$ cat src/rtl/decode_stage_if.sv
// Bundle between the IF/ID register, the register file, writeback and the ID/EX outputs of decode_stage.
// The slave modport is the decode stage; the master modport is whoever drives it.
interface decode_stage_if;
  logic [31:0] InstrD;
  logic [31:0] PCD;
  logic [31:0] PCPlus4D;
  logic        ValidD;
  logic        FlushE;
  logic        RegWriteW;
  logic [4:0]  RdW;
  logic [31:0] ResultW;
  logic [4:0]  A1;
  logic [4:0]  A2;
  logic [31:0] RD1;
  logic [31:0] RD2;
  logic        LoadUseStall;
  logic        RegWriteE;
  logic        MemWriteE;
  logic        JumpE;
  logic        BranchE;
  logic        ALUSrcE;
  logic        ValidE;
  logic        IllegalE;
  logic [1:0]  ResultSrcE;
  logic [2:0]  ALUControlE;
  logic [31:0] RD1E;
  logic [31:0] RD2E;
  logic [31:0] ImmExtE;
  logic [31:0] PCE;
  logic [31:0] PCPlus4E;
  logic [4:0]  Rs1E;
  logic [4:0]  Rs2E;
  logic [4:0]  RdE;

  modport slave (
    input  InstrD, PCD, PCPlus4D, ValidD, FlushE, RegWriteW, RdW, ResultW, RD1, RD2,
    output A1, A2, LoadUseStall,
    output RegWriteE, MemWriteE, JumpE, BranchE, ALUSrcE, ValidE, IllegalE,
    output ResultSrcE, ALUControlE, RD1E, RD2E, ImmExtE, PCE, PCPlus4E, Rs1E, Rs2E, RdE
  );

  modport master (
    output InstrD, PCD, PCPlus4D, ValidD, FlushE, RegWriteW, RdW, ResultW, RD1, RD2,
    input  A1, A2, LoadUseStall,
    input  RegWriteE, MemWriteE, JumpE, BranchE, ALUSrcE, ValidE, IllegalE,
    input  ResultSrcE, ALUControlE, RD1E, RD2E, ImmExtE, PCE, PCPlus4E, Rs1E, Rs2E, RdE
  );
endinterface

$ cat src/rtl/decode_stage.sv
// RV32I ID stage: control decode, immediate generation, WB bypass and the ID/EX register,
// with load-use bubble insertion and flush.
module decode_stage #(
  parameter bit BYPASS_EN    = 1'b1,
  parameter bit NOP_ON_RESET = 1'b1
) (
  input logic          clk,
  input logic          rst,
  decode_stage_if.slave bus
);

  localparam logic [6:0] OP_LW  = 7'b0000011;
  localparam logic [6:0] OP_SW  = 7'b0100011;
  localparam logic [6:0] OP_R   = 7'b0110011;
  localparam logic [6:0] OP_I   = 7'b0010011;
  localparam logic [6:0] OP_BEQ = 7'b1100011;
  localparam logic [6:0] OP_JAL = 7'b1101111;

  localparam logic [2:0] ALU_ADD = 3'b000;
  localparam logic [2:0] ALU_SUB = 3'b001;
  localparam logic [2:0] ALU_AND = 3'b010;
  localparam logic [2:0] ALU_OR  = 3'b011;
  localparam logic [2:0] ALU_SLT = 3'b101;

  logic [31:0] w_instr;
  logic [6:0]  w_opcode;
  logic [2:0]  w_funct3;
  logic [4:0]  w_a1;
  logic [4:0]  w_a2;
  logic [4:0]  w_rd;
  logic [31:0] w_imm_i;
  logic [31:0] w_imm_s;
  logic [31:0] w_imm_b;
  logic [31:0] w_imm_j;

  assign w_instr  = bus.InstrD;
  assign w_opcode = w_instr[6:0];
  assign w_funct3 = w_instr[14:12];
  assign w_a1     = w_instr[19:15];
  assign w_a2     = w_instr[24:20];
  assign w_rd     = w_instr[11:7];
  assign w_imm_i  = {{20{w_instr[31]}}, w_instr[31:20]};
  assign w_imm_s  = {{20{w_instr[31]}}, w_instr[31:25], w_instr[11:7]};
  assign w_imm_b  = {{19{w_instr[31]}}, w_instr[31], w_instr[7], w_instr[30:25], w_instr[11:8], 1'b0};
  assign w_imm_j  = {{11{w_instr[31]}}, w_instr[31], w_instr[19:12], w_instr[20], w_instr[30:21], 1'b0};

  assign bus.A1 = w_a1;
  assign bus.A2 = w_a2;

  logic        w_reg_write;
  logic        w_mem_write;
  logic        w_jump;
  logic        w_branch;
  logic        w_alu_src;
  logic [1:0]  w_result_src;
  logic [2:0]  w_alu_ctrl;
  logic [31:0] w_imm;
  logic        w_illegal;
  logic        w_uses_rs1;
  logic        w_uses_rs2;

  always_comb begin
    w_reg_write  = 1'b0;
    w_mem_write  = 1'b0;
    w_jump       = 1'b0;
    w_branch     = 1'b0;
    w_alu_src    = 1'b0;
    w_result_src = 2'b00;
    w_alu_ctrl   = ALU_ADD;
    w_imm        = 32'd0;
    w_illegal    = 1'b0;
    w_uses_rs1   = 1'b0;
    w_uses_rs2   = 1'b0;
    case (w_opcode)
      OP_LW: begin
        w_reg_write  = 1'b1;
        w_alu_src    = 1'b1;
        w_result_src = 2'b01;
        w_imm        = w_imm_i;
        w_uses_rs1   = 1'b1;
      end
      OP_SW: begin
        w_mem_write = 1'b1;
        w_alu_src   = 1'b1;
        w_imm       = w_imm_s;
        w_uses_rs1  = 1'b1;
        w_uses_rs2  = 1'b1;
      end
      OP_R, OP_I: begin
        w_reg_write = 1'b1;
        w_uses_rs1  = 1'b1;
        w_uses_rs2  = (w_opcode == OP_R);
        w_alu_src   = (w_opcode == OP_I);
        w_imm       = (w_opcode == OP_I) ? w_imm_i : 32'd0;
        case (w_funct3)
          // funct7[5] selects sub only for register-register; addi ignores it
          3'b000:  w_alu_ctrl = ((w_opcode == OP_R) && w_instr[30]) ? ALU_SUB : ALU_ADD;
          3'b010:  w_alu_ctrl = ALU_SLT;
          3'b110:  w_alu_ctrl = ALU_OR;
          3'b111:  w_alu_ctrl = ALU_AND;
          default: begin
            w_illegal   = 1'b1;
            w_reg_write = 1'b0;
          end
        endcase
      end
      OP_BEQ: begin
        w_branch   = 1'b1;
        w_alu_ctrl = ALU_SUB;
        w_imm      = w_imm_b;
        w_uses_rs1 = 1'b1;
        w_uses_rs2 = 1'b1;
      end
      OP_JAL: begin
        w_reg_write  = 1'b1;
        w_jump       = 1'b1;
        w_result_src = 2'b10;
        w_imm        = w_imm_j;
      end
      default: w_illegal = 1'b1;
    endcase
  end

  // Register-file read ports with optional same-cycle WB forwarding
  logic [4:0]  w_port_addr [2];
  logic [31:0] w_port_rd   [2];
  logic [31:0] w_port_opnd [2];

  assign w_port_addr[0] = w_a1;
  assign w_port_addr[1] = w_a2;
  assign w_port_rd[0]   = bus.RD1;
  assign w_port_rd[1]   = bus.RD2;

  genvar gi;
  generate
    for (gi = 0; gi < 2; gi++) begin : g_port
      if (BYPASS_EN) begin : g_bypass
        assign w_port_opnd[gi] = (bus.RegWriteW && (bus.RdW != 5'd0) && (bus.RdW == w_port_addr[gi]))
                                 ? bus.ResultW : w_port_rd[gi];
      end else begin : g_direct
        assign w_port_opnd[gi] = w_port_rd[gi];
      end
    end
  endgenerate

  logic        r_reg_write;
  logic        r_mem_write;
  logic        r_jump;
  logic        r_branch;
  logic        r_alu_src;
  logic        r_valid;
  logic        r_illegal;
  logic [1:0]  r_result_src;
  logic [2:0]  r_alu_ctrl;
  logic [31:0] r_rd1;
  logic [31:0] r_rd2;
  logic [31:0] r_imm;
  logic [31:0] r_pc;
  logic [31:0] r_pc_plus4;
  logic [4:0]  r_rs1;
  logic [4:0]  r_rs2;
  logic [4:0]  r_rd;

  logic w_hazard_rs1;
  logic w_hazard_rs2;
  logic w_load_use_stall;
  logic w_load;
  logic w_load_datapath;

  // Hazard only against a load already latched in EX; a bubble there (ValidE=0) never stalls
  assign w_hazard_rs1     = w_uses_rs1 && (r_rd == w_a1);
  assign w_hazard_rs2     = w_uses_rs2 && (r_rd == w_a2);
  assign w_load_use_stall = r_valid && r_reg_write && (r_result_src == 2'b01) && (r_rd != 5'd0)
                            && (w_hazard_rs1 || w_hazard_rs2);
  assign w_load           = bus.ValidD && !bus.FlushE && !w_load_use_stall;
  assign w_load_datapath  = w_load || !NOP_ON_RESET;

  assign bus.LoadUseStall = w_load_use_stall;

  always_ff @(posedge clk) begin
    if (rst) begin
      r_reg_write  <= 1'b0;
      r_mem_write  <= 1'b0;
      r_jump       <= 1'b0;
      r_branch     <= 1'b0;
      r_valid      <= 1'b0;
      r_illegal    <= 1'b0;
      r_alu_src    <= 1'b0;
      r_result_src <= 2'b00;
      r_alu_ctrl   <= 3'b000;
      r_rd1        <= 32'd0;
      r_rd2        <= 32'd0;
      r_imm        <= 32'd0;
      r_pc         <= 32'd0;
      r_pc_plus4   <= 32'd0;
      r_rs1        <= 5'd0;
      r_rs2        <= 5'd0;
      r_rd         <= 5'd0;
    end else begin
      r_valid     <= w_load;
      r_reg_write <= w_load && w_reg_write;
      r_mem_write <= w_load && w_mem_write;
      r_jump      <= w_load && w_jump;
      r_branch    <= w_load && w_branch;
      r_illegal   <= w_load && w_illegal;
      if (w_load_datapath) begin
        r_alu_src    <= w_alu_src;
        r_result_src <= w_result_src;
        r_alu_ctrl   <= w_alu_ctrl;
        r_rd1        <= w_port_opnd[0];
        r_rd2        <= w_port_opnd[1];
        r_imm        <= w_imm;
        r_pc         <= bus.PCD;
        r_pc_plus4   <= bus.PCPlus4D;
        r_rs1        <= w_a1;
        r_rs2        <= w_a2;
        r_rd         <= w_rd;
      end else begin
        r_alu_src    <= 1'b0;
        r_result_src <= 2'b00;
        r_alu_ctrl   <= 3'b000;
        r_rd1        <= 32'd0;
        r_rd2        <= 32'd0;
        r_imm        <= 32'd0;
        r_pc         <= 32'd0;
        r_pc_plus4   <= 32'd0;
        r_rs1        <= 5'd0;
        r_rs2        <= 5'd0;
        r_rd         <= 5'd0;
      end
    end
  end

  assign bus.RegWriteE   = r_reg_write;
  assign bus.MemWriteE   = r_mem_write;
  assign bus.JumpE       = r_jump;
  assign bus.BranchE     = r_branch;
  assign bus.ALUSrcE     = r_alu_src;
  assign bus.ValidE      = r_valid;
  assign bus.IllegalE    = r_illegal;
  assign bus.ResultSrcE  = r_result_src;
  assign bus.ALUControlE = r_alu_ctrl;
  assign bus.RD1E        = r_rd1;
  assign bus.RD2E        = r_rd2;
  assign bus.ImmExtE     = r_imm;
  assign bus.PCE         = r_pc;
  assign bus.PCPlus4E    = r_pc_plus4;
  assign bus.Rs1E        = r_rs1;
  assign bus.Rs2E        = r_rs2;
  assign bus.RdE         = r_rd;

endmodule

$ cat src/flat_wrapper.sv
// flat-port wrapper written by rule: the top's interface ports become plain ports
module decode_stage_flat 
#(
  parameter bit BYPASS_EN    = 1'b1,
  parameter bit NOP_ON_RESET = 1'b1
)
  (clk, rst, bus_InstrD, bus_PCD, bus_PCPlus4D, bus_ValidD, bus_FlushE, bus_RegWriteW, bus_RdW, bus_ResultW, bus_RD1, bus_RD2, bus_A1, bus_A2, bus_LoadUseStall, bus_RegWriteE, bus_MemWriteE, bus_JumpE, bus_BranchE, bus_ALUSrcE, bus_ValidE, bus_IllegalE, bus_ResultSrcE, bus_ALUControlE, bus_RD1E, bus_RD2E, bus_ImmExtE, bus_PCE, bus_PCPlus4E, bus_Rs1E, bus_Rs2E, bus_RdE);
  decode_stage_if bus_i ();
  input logic clk;
  input logic rst;
  input wire logic [$bits(bus_i.InstrD)-1:0] bus_InstrD;
  input wire logic [$bits(bus_i.PCD)-1:0] bus_PCD;
  input wire logic [$bits(bus_i.PCPlus4D)-1:0] bus_PCPlus4D;
  input wire logic [$bits(bus_i.ValidD)-1:0] bus_ValidD;
  input wire logic [$bits(bus_i.FlushE)-1:0] bus_FlushE;
  input wire logic [$bits(bus_i.RegWriteW)-1:0] bus_RegWriteW;
  input wire logic [$bits(bus_i.RdW)-1:0] bus_RdW;
  input wire logic [$bits(bus_i.ResultW)-1:0] bus_ResultW;
  input wire logic [$bits(bus_i.RD1)-1:0] bus_RD1;
  input wire logic [$bits(bus_i.RD2)-1:0] bus_RD2;
  output wire logic [$bits(bus_i.A1)-1:0] bus_A1;
  output wire logic [$bits(bus_i.A2)-1:0] bus_A2;
  output wire logic [$bits(bus_i.LoadUseStall)-1:0] bus_LoadUseStall;
  output wire logic [$bits(bus_i.RegWriteE)-1:0] bus_RegWriteE;
  output wire logic [$bits(bus_i.MemWriteE)-1:0] bus_MemWriteE;
  output wire logic [$bits(bus_i.JumpE)-1:0] bus_JumpE;
  output wire logic [$bits(bus_i.BranchE)-1:0] bus_BranchE;
  output wire logic [$bits(bus_i.ALUSrcE)-1:0] bus_ALUSrcE;
  output wire logic [$bits(bus_i.ValidE)-1:0] bus_ValidE;
  output wire logic [$bits(bus_i.IllegalE)-1:0] bus_IllegalE;
  output wire logic [$bits(bus_i.ResultSrcE)-1:0] bus_ResultSrcE;
  output wire logic [$bits(bus_i.ALUControlE)-1:0] bus_ALUControlE;
  output wire logic [$bits(bus_i.RD1E)-1:0] bus_RD1E;
  output wire logic [$bits(bus_i.RD2E)-1:0] bus_RD2E;
  output wire logic [$bits(bus_i.ImmExtE)-1:0] bus_ImmExtE;
  output wire logic [$bits(bus_i.PCE)-1:0] bus_PCE;
  output wire logic [$bits(bus_i.PCPlus4E)-1:0] bus_PCPlus4E;
  output wire logic [$bits(bus_i.Rs1E)-1:0] bus_Rs1E;
  output wire logic [$bits(bus_i.Rs2E)-1:0] bus_Rs2E;
  output wire logic [$bits(bus_i.RdE)-1:0] bus_RdE;
  assign bus_i.InstrD = bus_InstrD;
  assign bus_i.PCD = bus_PCD;
  assign bus_i.PCPlus4D = bus_PCPlus4D;
  assign bus_i.ValidD = bus_ValidD;
  assign bus_i.FlushE = bus_FlushE;
  assign bus_i.RegWriteW = bus_RegWriteW;
  assign bus_i.RdW = bus_RdW;
  assign bus_i.ResultW = bus_ResultW;
  assign bus_i.RD1 = bus_RD1;
  assign bus_i.RD2 = bus_RD2;
  assign bus_A1 = bus_i.A1;
  assign bus_A2 = bus_i.A2;
  assign bus_LoadUseStall = bus_i.LoadUseStall;
  assign bus_RegWriteE = bus_i.RegWriteE;
  assign bus_MemWriteE = bus_i.MemWriteE;
  assign bus_JumpE = bus_i.JumpE;
  assign bus_BranchE = bus_i.BranchE;
  assign bus_ALUSrcE = bus_i.ALUSrcE;
  assign bus_ValidE = bus_i.ValidE;
  assign bus_IllegalE = bus_i.IllegalE;
  assign bus_ResultSrcE = bus_i.ResultSrcE;
  assign bus_ALUControlE = bus_i.ALUControlE;
  assign bus_RD1E = bus_i.RD1E;
  assign bus_RD2E = bus_i.RD2E;
  assign bus_ImmExtE = bus_i.ImmExtE;
  assign bus_PCE = bus_i.PCE;
  assign bus_PCPlus4E = bus_i.PCPlus4E;
  assign bus_Rs1E = bus_i.Rs1E;
  assign bus_Rs2E = bus_i.Rs2E;
  assign bus_RdE = bus_i.RdE;
  decode_stage #(.BYPASS_EN(BYPASS_EN), .NOP_ON_RESET(NOP_ON_RESET)) u_core (.clk(clk), .rst(rst), .bus(bus_i));
endmodule
$ cat config.mk
export PLATFORM = sky130hd
export DESIGN_NAME = decode_stage_flat
export DESIGN_NICKNAME = d
export VERILOG_FILES = /design/src/rtl/decode_stage_if.sv /design/src/rtl/decode_stage.sv /design/src/flat_wrapper.sv
export SDC_FILE = /design/constraint.sdc
export NUM_CORES = 1
export LEC_CHECK = 0
export CAP_MARGIN = 15
export CORE_AREA = 2 2 153 155
export DETAILED_ROUTE_END_ITERATION = 6
export DIE_AREA = 0 0 155 157
export DONT_BUFFER_PORTS = 1
export HOLD_SLACK_MARGIN = 0.15
export PLACE_DENSITY = 0.52
export SLEW_MARGIN = 20
export SYNTH_ARGS = -nofsm -noshare
export SYNTH_HDL_FRONTEND = slang
export SYNTH_SLANG_ARGS = --single-unit
$ cat constraint.sdc
create_clock -name clk -period 5.8 [get_ports clk]
set_input_delay 1.16 -clock clk [delete_from_list [all_inputs] [get_ports clk]]
set_output_delay 1.16 -clock clk [all_outputs]
set_load 0.05 [all_outputs]
---- Word-level counts from Yosys, hierarchy flattened ----
Cells that the tools add are included.
word-level totals
  output and inout bits ................... 198
  bits in registers ....................... 187
  logic and storage cells ................. 81
  input port bits ......................... 202
cells by class
  eq/ne operators ......................... 14
  mux-type cells .......................... 18
  reductions and logical operators ........ 31
  bitwise logic cells ..................... 1
operators by type and width
  kind                number
  $pmux 32 s5         1
  $mux 32             3
  $eq 5x5->1          4
  $logic_and 1x1->1   17
  $eq 7x6->1 const B  2
  $eq 7x7->1 const B  2
  $pmux 3 s4          1
  $reduce_bool 5->1   2
  $reduce_or 2->1     5
  $pmux 1 s2          4
  $reduce_or 4->1     2
  $eq 7x2->1 const B  1
  $eq 7x5->1 const B  1
  $mux 1              7
  $eq 3x3->1 const B  2
  $pmux 3 s2          1
  $reduce_or 5->1     1
  $pmux 2 s2          1
  $eq 3x2->1 const B  1
  $logic_not 3->1     1
  $eq 2x1->1 const B  1
  $logic_not 1->1     2
  $logic_or 1x1->1    1
  $not 1->1           1

---- Logic depth before layout (Yosys ltp) ----
Gate-level depths: netlist (run 1).
  word-level depth ........................ 10
  depth in mapped cells ................... 8
  mapped depth without buffers ............ 5

---- Least setup slack after synthesis (run 1) ----
OpenSTA, ideal clock, no wires.
  kind .................................... input to output
  start ................................... in bus_InstrD[2]
  end ..................................... out bus_LoadUseStall
  buffers on the path ..................... 2
  cell stages on the path ................. 6
  required time ........................... 4,640 ps
  setup slack ............................. 2,190 ps
  arrival ................................. 2,450 ps
  cells stage by stage .................... and4bb_2 and3_1 nand4_1 a21oi_2 buf_6 buf_2
between the ends
  word-level cells in the longest chain between the ends .. 6
  elaborated cells between the ends (all ways) .. 14
  classes of those cells .................. eq/ne: 5; mux: 2; reduce/logical: 7
ends and longest elaborated chain
  item                                                     line                                      source
  from (decl)                                              flat_wrapper.sv:11                        input wire logic [$bits(bus_i.InstrD)-1:0] bus_InstrD;
  $eq 7x6->1, or another cell as far along                 decode_stage.sv:74                        case (w_opcode)
  $reduce_or 2->1 (no line), or another cell as far along  --
  $pmux 1 s2 / $mux 1 (equally long branches)              decode_stage.sv:74
  $logic_and 1x1->1 (on tied branches)                     decode_stage.sv:172, decode_stage.sv:171
  $logic_or 1x1->1 *                                       decode_stage.sv:174                       && (w_hazard_rs1 || w_hazard_rs2);
  $logic_and 1x1->1 *                                      decode_stage.sv:174
  to (decl)                                                flat_wrapper.sv:23                        output wire logic [$bits(bus_i.LoadUseStall)-1:0] bus_LoadUseStall;
Mark *: on every way between the ends. The rest lies on a longest branch, timed or not.

---- Worst setup path after layout (run 1) ----
Ends and elaborated chain as after synthesis.

==> impl_results.md, run 1 <==
* Quantity of hold-fixing buffers added after cts at 0
* Int Pwr at 1.88 mW
* Largest net degree at the start of global routing at 91
* Number of nets in the layout at 736
* Initial core utilization at 28.0%
* First-pass GRT wire length at 25.8 mm
* Top delay family on crit path: simple AND/OR/NAND/NOR gates
* Cts bufs inserted at 17
* Max Transition Viols Final at 0
* Worst hold slack at 820 ps
* Setup TNS at 0 ps
* Clock Skews at 11.3 ps
* Switching part of the total at 27.0%
* Ys Warns at 0
* Worst-skew pair later-pin latency at 420 ps
* GR Util met3 at 5.97%
* Aggregate global routing overflow at 0
* Max Cap Viol at 0
* Clock slew at reported path FFs at 70 ps
* Die ar. at 24,300 um^2
* Drt first-iter violations at 219
* Slowest-stage cell, CP: a21oi_4
* GPL Wtd Cong at 0.808
* Peak Freq at 281 MHz
* Die width at 155 um
* Routed WL at 18.0 mm
* GRT Max-Usage Layer: met2
* # setup viols final at 0
* Worst path required time at 4640 ps
* Peak supply drop at 139 uV
* # resized after CTS at 0
* Drt drc at 0
* Min-delay worst type: in -> reg
* Post-DRT Antenna Nets at 0
* CP startpoint kind: primary input
* Post-Synth Simple-Gate Area at 21.8%
* WL per Instance at 21.7 um
* Power per standard cell area at 370 nW/um^2
* Largest family of logic cells by synthesized area: simple AND/OR/NAND/NOR gates
* Sequential share of power at 52.5%
* FILL cells at 2,291
* Count of cell types in the netlist at 37
* Clock tree root buffer cell: clkbuf_16
* Cells along the critical path: and4bb_2 > and3_1 > nand4_1 > a21oi_4
* Finished Core Util at 30.8%
* Final worst slack at 2240 ps
* Post-Synth Adder-Cell Area at 0%
* Cells after Synth at 575
* # rows at 55
* CP Capture Type: output pin
* Crit path max fanout at 5
* Vias in the first global route at 4,242
* Share of layout cells above drive strength 1 at 9.32%
* Register Area at 3530 um^2
* Commonest non-fill, non-tap cell in the layout: dfxtp_1
* Syn_nets at 777
* Final worst path period need at 3560 ps
* Met1 Track Usage GR at 15.6%
* Mux share of post-synthesis cell area at 10.5%
* Htree depth at 4
* Xor and xnor area share after synthesis at 2.78%
* Crit share post-route at 61.5%
* Slew margin rel. at 37.1%
* Via Count at 4,222
* Most frequent cells in the layout: 175 x dfxtp_1, 95 x nor3_1, 84 x nor3b_1
* I/O pins at 400
* Critical path class: in -> out
* TritonCTS clock tree: built
* Initial antenna violation count at 1
* Port bufs at 0
* Die Y at 157 um
* Worst Tran Pin Value at 943 ps
* Pre-CTS WS at 2060 ps
* Setup bufs post-CTS at 0
* HPWL after DPL at 13.2 mm
* Mapped Area at 6290 um^2
* Status: finished, final reports clean
* Switch Pwr at 693 uW
* Hold Violations, Final at 0
* Area Overhead vs Synth at 10.3%
* P_leak at 2.22 nW
* GRT Overall Usage at 14.0%
* Synthesized area per cell at 10.9 um^2
* Met2 usage at 24.0%
* CTS max path bufs at 2
* RSZ-0062 raised after global routing: no
* Max incr delay on CP at 520 ps
* CTS sink cnt at 176
* Multi-input gate area at 2370 um^2
* Clk pwr share at 44.0%
* Worst path bufs/invs at 0
* Compound-Gate Fraction of Synth Area at 2.43%
* Via density at 5.07
* Combinational share of power at 3.5%
* TritonRoute pass-1 iters at 4
* Sequential fraction of the synthesis area at 56.0%
* Register bit total from synthesis at 176
* Critical Path AT at 2400 ps
* Core area at 22,500 um^2
layout make-up:
type | instances | area share (%)
antenna | 1 | 0.0361
tap | 285 | 5.14
clock inverter | 13 | 1.91
clock buffer | 19 | 6.53
multi-input combinational | 329 | 34.2
inverter | 1 | 0.0541
timing repair buffer | 9 | 1.26
sequential | 176 | 50.8
cell usage after synthesis (all sizes together):
cell / count / share of area [%]
and4: 1 / 0.14
or2: 1 / 0.10
nand4b: 1 / 0.14
a22oi: 5 / 0.60
nor3: 95 / 7.6
buf: 44 / 5.0
nor4b: 3 / 0.52
nand4: 1 / 0.10
nor3b: 84 / 10
a21oi: 10 / 0.86
nor2: 4 / 0.24
and4bb: 1 / 0.20
and3: 1 / 0.10
o21ai: 2 / 0.22
mux2i: 66 / 11
nand2: 15 / 0.89
dfxtp: 176 / 56
clkbuf: 25 / 1.5
o22a: 1 / 0.14
or4: 2 / 0.24
inv: 1 / 0.060
xor2: 10 / 1.4
a31oi: 2 / 0.20
o211ai: 1 / 0.12
a32o: 1 / 0.16
nand2b: 2 / 0.20
xnor2: 10 / 1.4
nand3: 6 / 0.48
nor4: 2 / 0.68
a31o: 1 / 0.14
nand4bb: 1 / 0.18
worst register-to-register path: cells and delay by family, from the launching register on:
family / cells / cell delay (ps)
and+or+nand+nor: 3 / 530
xor gates and xnor gates: 1 / 140
DFF: 1 / 740
buffers and inverters: 2 / 1050
AOI/OAI and AO/OA: 1 / 520
power by group through the flow:
stage	Sequential, mW	Clock, mW	Combinational [mW]
CTS	1.35	1.17	0.0908
finish	1.35	1.13	0.0902
global placement	1.38	0	0.0874
floorplan	1.37	0	0.0961
global route	1.35	1.22	0.0991
detailed placement	1.38	0	0.0908
sequential cells by signal, summed over array words and instances (netlist names):
name	cells
u_core.bus.PCE	32
u_core.bus.Rs1E	5
u_core.bus.PCPlus4E	32
u_core.bus.RdE	5
u_core.bus.RegWriteE	1
u_core.bus.ALUSrcE	1
u_core.bus.ValidE	1
u_core.bus.IllegalE	1
u_core.bus.JumpE	1
u_core.bus.RD1E	32
u_core.bus.MemWriteE	1
u_core.bus.ResultSrcE	2
u_core.bus.ImmExtE	21
u_core.bus.RD2E	32
u_core.bus.ALUControlE	3
u_core.bus.Rs2E	5
u_core.bus.BranchE	1
per-stage QoR:
step,instances,power [mW],cell area (um^2)
floorplan,575,1.47,6290
global placement,800,1.47,6350
detailed placement,800,1.47,6350
CTS,832,2.61,6930
global route,833,2.67,6940
finish,833,2.57,6940
worst paths after layout:
| path | to | slack [ps] | depth (start not counted) | start |
|---|---|---|---|---|
| worst max-delay path | bus_LoadUseStall | 2240 | 4 | bus_InstrD[2] |
| worst min-delay path | u_core.bus.ResultSrcE[0]$_SDFF_PP0_ | 820 | 1 | bus_InstrD[4] |
| worst max register to register | u_core.bus.RD1E[24]$_SDFF_PP0_ | 2680 | 7 | u_core.bus.RdE[2]$_SDFF_PP0_ |
| worst min register to register | u_core.bus.ImmExtE[4]$_SDFF_PP0_ | 1640 | 5 | u_core.bus.RdE[0]$_SDFF_PP0_ |
per-layer routing:
metal	routed length (um)	vias to the layer above
li1	-	1923
met1	6960	2008
met2	9000	274
met3	1800	17
met4	267	0
met5	0	-
cells by family (layout without fill, tap and decap cells):
family,Yosys count,after routing
AOI/OAI and AO/OA,23,23
xor gates and xnor gates,20,20
buffers and inverters,70,42
DFF,176,176
muxes,66,66
other,0,1
and+or+nand+nor,220,220
Power figures use the tool's default switching activity.
==> run 2, diff against run 1 <==
==> constraint.sdc (replaced) <==
create_clock -name clk -period 3.7 [get_ports clk]
set_input_delay 0.74 -clock clk [delete_from_list [all_inputs] [get_ports clk]]
set_output_delay 0.74 -clock clk [all_outputs]
set_load 0.05 [all_outputs]
==> impl_results.md, run 2 (synthesis results as in run 1) <==
* Status: finished, final reports clean
* CP Capture Type: output pin
* I/O pins at 400
* Worst-skew pair later-pin latency at 420 ps
* Worst Tran Pin Value at 683 ps
* Area post-placement at 6420 um^2
* Area Overhead vs Synth at 11.3%
* P_leak at 2.25 nW
* Max Cap Viol at 0
* Cells along the critical path: nand4b_1 > a21oi_1 > o211ai_1 > a21oi_4
* Layout Cells excl Fill at 836
* Hold Violations, Final at 0
* Initial core utilization at 28.0%
* Die ar. at 24,300 um^2
* Critical Path AT at 2290 ps
* # resized after CTS at 0
* Post-DRT Antenna Nets at 0
* Slew margin rel. at 54.3%
* Critical path class: reg -> out
* CP startpoint kind: flop
* Slowest-stage cell, CP: dfxtp_1
* Number of nets in the layout at 740
* GRT Overall Usage at 13.7%
* Clk pwr share at 43.6%
* Top delay family on crit path: compound AO/OA/AOI/OAI gates
* Max Transition Viols Final at 0
* CTS max path bufs at 2
* Switching part of the total at 27.0%
* Vias in the first global route at 4,329
* FILL cells at 2,293
* First-pass GRT wire length at 25.3 mm
* # rows at 55
* Int Pwr at 2.92 mW
* Crit path max fanout at 4
* Finished Core Util at 31.1%
* Drt first-iter violations at 262
* Peak supply drop at 206 uV
* RSZ-0062 raised after global routing: no
* Clock Skews at 13.2 ps
* Final worst path period need at 3030 ps
* Peak Freq at 330 MHz
* Routed WL at 17.7 mm
* Aggregate global routing overflow at 0
* Min-delay worst type: in -> reg
* Quantity of hold-fixing buffers added after cts at 0
* Post-Place Cells at 804
* Htree depth at 4
* Clock slew at reported path FFs at 70 ps
* Via Count at 4,268
* Most frequent cells in the layout: 175 x dfxtp_1, 95 x nor3_1, 84 x nor3b_1
* Worst hold slack at 403 ps
* TritonRoute pass-1 iters at 5
* HPWL after DPL at 13.1 mm
* GPL Wtd Cong at 0.814
* Initial antenna violation count at 0
* CTS sink cnt at 176
* Combinational share of power at 3.7%
* Switch Pwr at 1.08 mW
* # setup viols final at 0
* Worst path required time at 2960 ps
* Sequential share of power at 52.7%
* Clock tree root buffer cell: clkbuf_16
* Port bufs at 0
* Die Y at 157 um
* Setup TNS at 0 ps
* Final worst slack at 673 ps
* Crit share post-route at 81.8%
* Setup bufs post-CTS at 0
* Finished Cell Area at 7000 um^2
* Cts bufs inserted at 17
* Share of layout cells above drive strength 1 at 9.98%
* Via density at 5.11
* Diodes inserted at 0
* Drt drc at 0
* Largest net degree at the start of global routing at 88
* TritonCTS clock tree: built
* Max incr delay on CP at 670 ps
* WL per Instance at 21.2 um
* Pre-CTS WS at 856 ps
* Overall power at 4.01 mW
* Worst path bufs/invs at 0
* Die width at 155 um
* Power per standard cell area at 572 nW/um^2
* Commonest non-fill, non-tap cell in the layout: dfxtp_1
* Core area at 22,500 um^2
-- run 2: metal layers --
layer	up-vias	track usage (%)	wire (um)
met5	-	0	0
li1	1922	-	-
met4	0	6.70	493
met1	2012	15.0	6650
met3	33	5.92	1850
met2	301	22.7	8700
-- run 2: cell type report --
cell class                      instances  area (um^2)  share of cell area (%)
Sequential cell                       176         3530                    50.4
Clock inverter                         14          145                    2.07
Inverter                                1         3.75                  0.0536
Timing Repair Buffer                   13          155                    2.22
Multi-Input combinational cell        329         2370                    33.9
Clock buffer                           18          439                    6.27
Tap cell                              285          357                    5.09
-- run 2: power groups by stage --
stage          Combinational [mW]  Sequential, mW  Clock (mW)
2_1_floorplan               0.151            2.15           0
3_3_place_gp                0.145            2.16           0
3_5_place_dp                0.150            2.15           0
4_1_cts                     0.150            2.11        1.82
5_1_grt                     0.163            2.11        1.91
6_report                    0.149            2.11        1.75
-- run 2: final timing paths --
check / slack [ps] / depth (start not counted) / to / start
setup / recovery: 670 / 4 / bus_LoadUseStall / u_core.bus.ResultSrcE[0]$_SDFF_PP0_
hold / removal: 400 / 1 / u_core.bus.ResultSrcE[0]$_SDFF_PP0_ / bus_InstrD[4]
setup reg to reg: 1120 / 6 / u_core.bus.BranchE$_SDFF_PP0_ / u_core.bus.ResultSrcE[0]$_SDFF_PP0_
hold reg to reg: 1310 / 6 / u_core.bus.ImmExtE[6]$_SDFF_PP0_ / u_core.bus.ValidE$_SDFF_PP0_
-- run 2: worst reg2reg max path, stage by stage, from the launching register on --
cell,delay [ps]
dfxtp_1,670
nand4b_1,270
a21oi_1,200
o211ai_1,160
a21oi_4,560
buf_12,400
nor3_1,190
==> run 3, diff against run 2 <==
--- a/config.mk
+++ b/config.mk
@@ -11,7 +11,7 @@
 export DIE_AREA = 0 0 155 157
 export DONT_BUFFER_PORTS = 1
 export HOLD_SLACK_MARGIN = 0.15
-export PLACE_DENSITY = 0.52
+export PLACE_DENSITY = 0.54
 export SLEW_MARGIN = 20
 export SYNTH_ARGS = -nofsm -noshare
 export SYNTH_HDL_FRONTEND = slang
==> constraint.sdc (replaced) <==
create_clock -name clk -period 2.7 [get_ports clk]
set_input_delay 0.54 -clock clk [delete_from_list [all_inputs] [get_ports clk]]
set_output_delay 0.54 -clock clk [all_outputs]
set_load 0.05 [all_outputs]
==> impl_results.md, run 3 (synthesis results as in run 1) <==
* CTS sink cnt at 176
* Drt first-iter violations at 254
* Crit path max fanout at 26
* Critical path class: reg -> out
* Worst-skew pair later-pin latency at 430 ps
* Area Overhead vs Synth at 12.6%
* Status: finished, final reports clean
* RSZ-0062 raised after global routing: no
* Aggregate global routing overflow at 0
* RR Startpoint: u_core.bus.RdE[1]$_SDFF_PP0_
* Routed WL at 19.1 mm
* Reg-to-reg endpoint: u_core.bus.PCE[21]$_SDFF_PP0_
* CTS max path bufs at 2
* Post-Place Cells at 816
* Htree depth at 4
* Clock tree root buffer cell: clkbuf_16
* CP startpoint kind: flop
* # resized after CTS at 0
* CP Capture Type: output pin
* Finished Cell Area at 7080 um^2
* TritonCTS clock tree: built
* Via Count at 4,311
* Reg-to-reg slack, setup at 620 ps
* Port bufs at 0
* Number of nets in the layout at 752
* Power per standard cell area at 771 nW/um^2
* Initial antenna violation count at 2
* Slew margin rel. at 49.2%
* Worst Tran Pin Value at 756 ps
* Clock Skews at 19.6 ps
* Via density at 5.08
* Final worst path period need at 2520 ps
* Max Transition Viols Final at 0
* Share of layout cells above drive strength 1 at 11.6%
* First-pass GRT wire length at 27.5 mm
* Cells along the critical path: buf_4 > xor2_1 > nor3_1 > nand4_1 > a21oi_4 > buf_12
* Peak supply drop at 379 uV
* Die Y at 157 um
* Max incr delay on CP at 320 ps
* Setup TNS at 0 ps
* Reg2Reg Depth at 6
* WL per Instance at 22.5 um
* HPWL after DPL at 14.1 mm
* P_leak at 2.29 nW
* FILL cells at 2,280
* Die ar. at 24,300 um^2
* Quantity of hold-fixing buffers added after cts at 0
* Core area at 22,500 um^2
* TritonRoute pass-1 iters at 4
* Hold path depth at 1
* Final worst slack at 179 ps
* Largest net degree at the start of global routing at 85
* Slowest-stage cell, CP: dfxtp_1
* Peak Freq at 397 MHz
* Layout Cells excl Fill at 849
* GRT Overall Usage at 15.1%
* Drt drc at 0
* Crit path from: u_core.bus.RdE[2]$_SDFF_PP0_
* Initial core utilization at 28.0%
* Commonest non-fill, non-tap cell in the layout: dfxtp_1
* Worst setup path endpoint: bus_LoadUseStall
* Post-DRT Antenna Nets at 0
* Crit share post-route at 93.4%
* Cts bufs inserted at 17
* # rows at 55
* I/O pins at 400
* Area post-placement at 6520 um^2
* # setup viols final at 0
* Min-delay worst type: in -> reg
* Hold Violations, Final at 0
* Most frequent cells in the layout: 175 x dfxtp_1, 95 x nor3_1, 84 x nor3b_1
* GPL Wtd Cong at 0.839
* Max Cap Viol at 0
* Worst path required time at 2160 ps
* Vias in the first global route at 4,571
* Die width at 155 um
* Pre-CTS WS at 319 ps
* Critical Path AT at 1980 ps
* Setup bufs post-CTS at 0
* Clock slew at reported path FFs at 70 ps
run 3: changes by cell type in the layout (fill, tap and decap cells not counted), sizes merged:
cell	before	now
buf	13	25
bufinv	0	1
clkinv	7	2
clkinvlp	0	4
diode	0	2
inv	8	7
run 3: report_power, final:
group          internal, mW  switching, mW  leakage, nW
sequential             2.66          0.234         1.43
combinational         0.101          0.111        0.598
clock                  1.29           1.07        0.262
total                  4.04           1.41         2.29
run 3: worst max-delay path: cells and delay by family, from the launching register on:
| family | cells | cell delay, ps |
|---|---|---|
| flip-flops | 1 | 320 |
| AND/OR/NAND/NOR | 2 | 360 |
| AO/OA/AOI/OAI | 1 | 270 |
| buffers and inverters | 2 | 440 |
| XOR/XNOR | 1 | 160 |
run 3: how the worst min path moves through the flow:
stage	endpoint	start
4_1_cts	u_core.bus.ResultSrcE[0]$_SDFF_PP0_	bus_InstrD[4]
6_report	u_core.bus.ResultSrcE[0]$_SDFF_PP0_	bus_InstrD[4]
5_1_grt	u_core.bus.ResultSrcE[0]$_SDFF_PP0_	bus_InstrD[4]
3_3_place_gp	u_core.bus.ResultSrcE[0]$_SDFF_PP0_	bus_InstrD[4]
3_5_place_dp	u_core.bus.ResultSrcE[0]$_SDFF_PP0_	bus_InstrD[4]
2_1_floorplan	u_core.bus.ImmExtE[10]$_SDFF_PP0_	bus_InstrD[30]
run 3: layout make-up:
class | count | area [um^2] | area share [%]
antenna | 2 | 5.00 | 0.0707
sequential | 176 | 3530 | 49.8
clock buffer | 18 | 429 | 6.06
inverter | 1 | 3.75 | 0.0530
multi-input combinational | 329 | 2370 | 33.5
tap | 285 | 357 | 5.04
clock inverter | 13 | 129 | 1.82
timing repair buffer | 25 | 258 | 3.64
run 3: stage by stage:
stage | hold slack (ps) | utilization [%] | total power [mW]
finish | 199 | 31.5 | 5.46
global route | 174 | 31.5 | 5.68
CTS | 168 | 31.4 | 5.54
detailed placement | 621 | 29.0 | 3.16
global placement | 622 | 29.0 | 3.16
floorplan | 658 | - | 3.15
run 3: layer usage:
metal / wire length [um] / global-route usage, %
met1: 7300 / 17.3
met2: 9490 / 25.3
met3: 1780 / 5.89
met4: 505 / 6.26
met5: 0 / 0
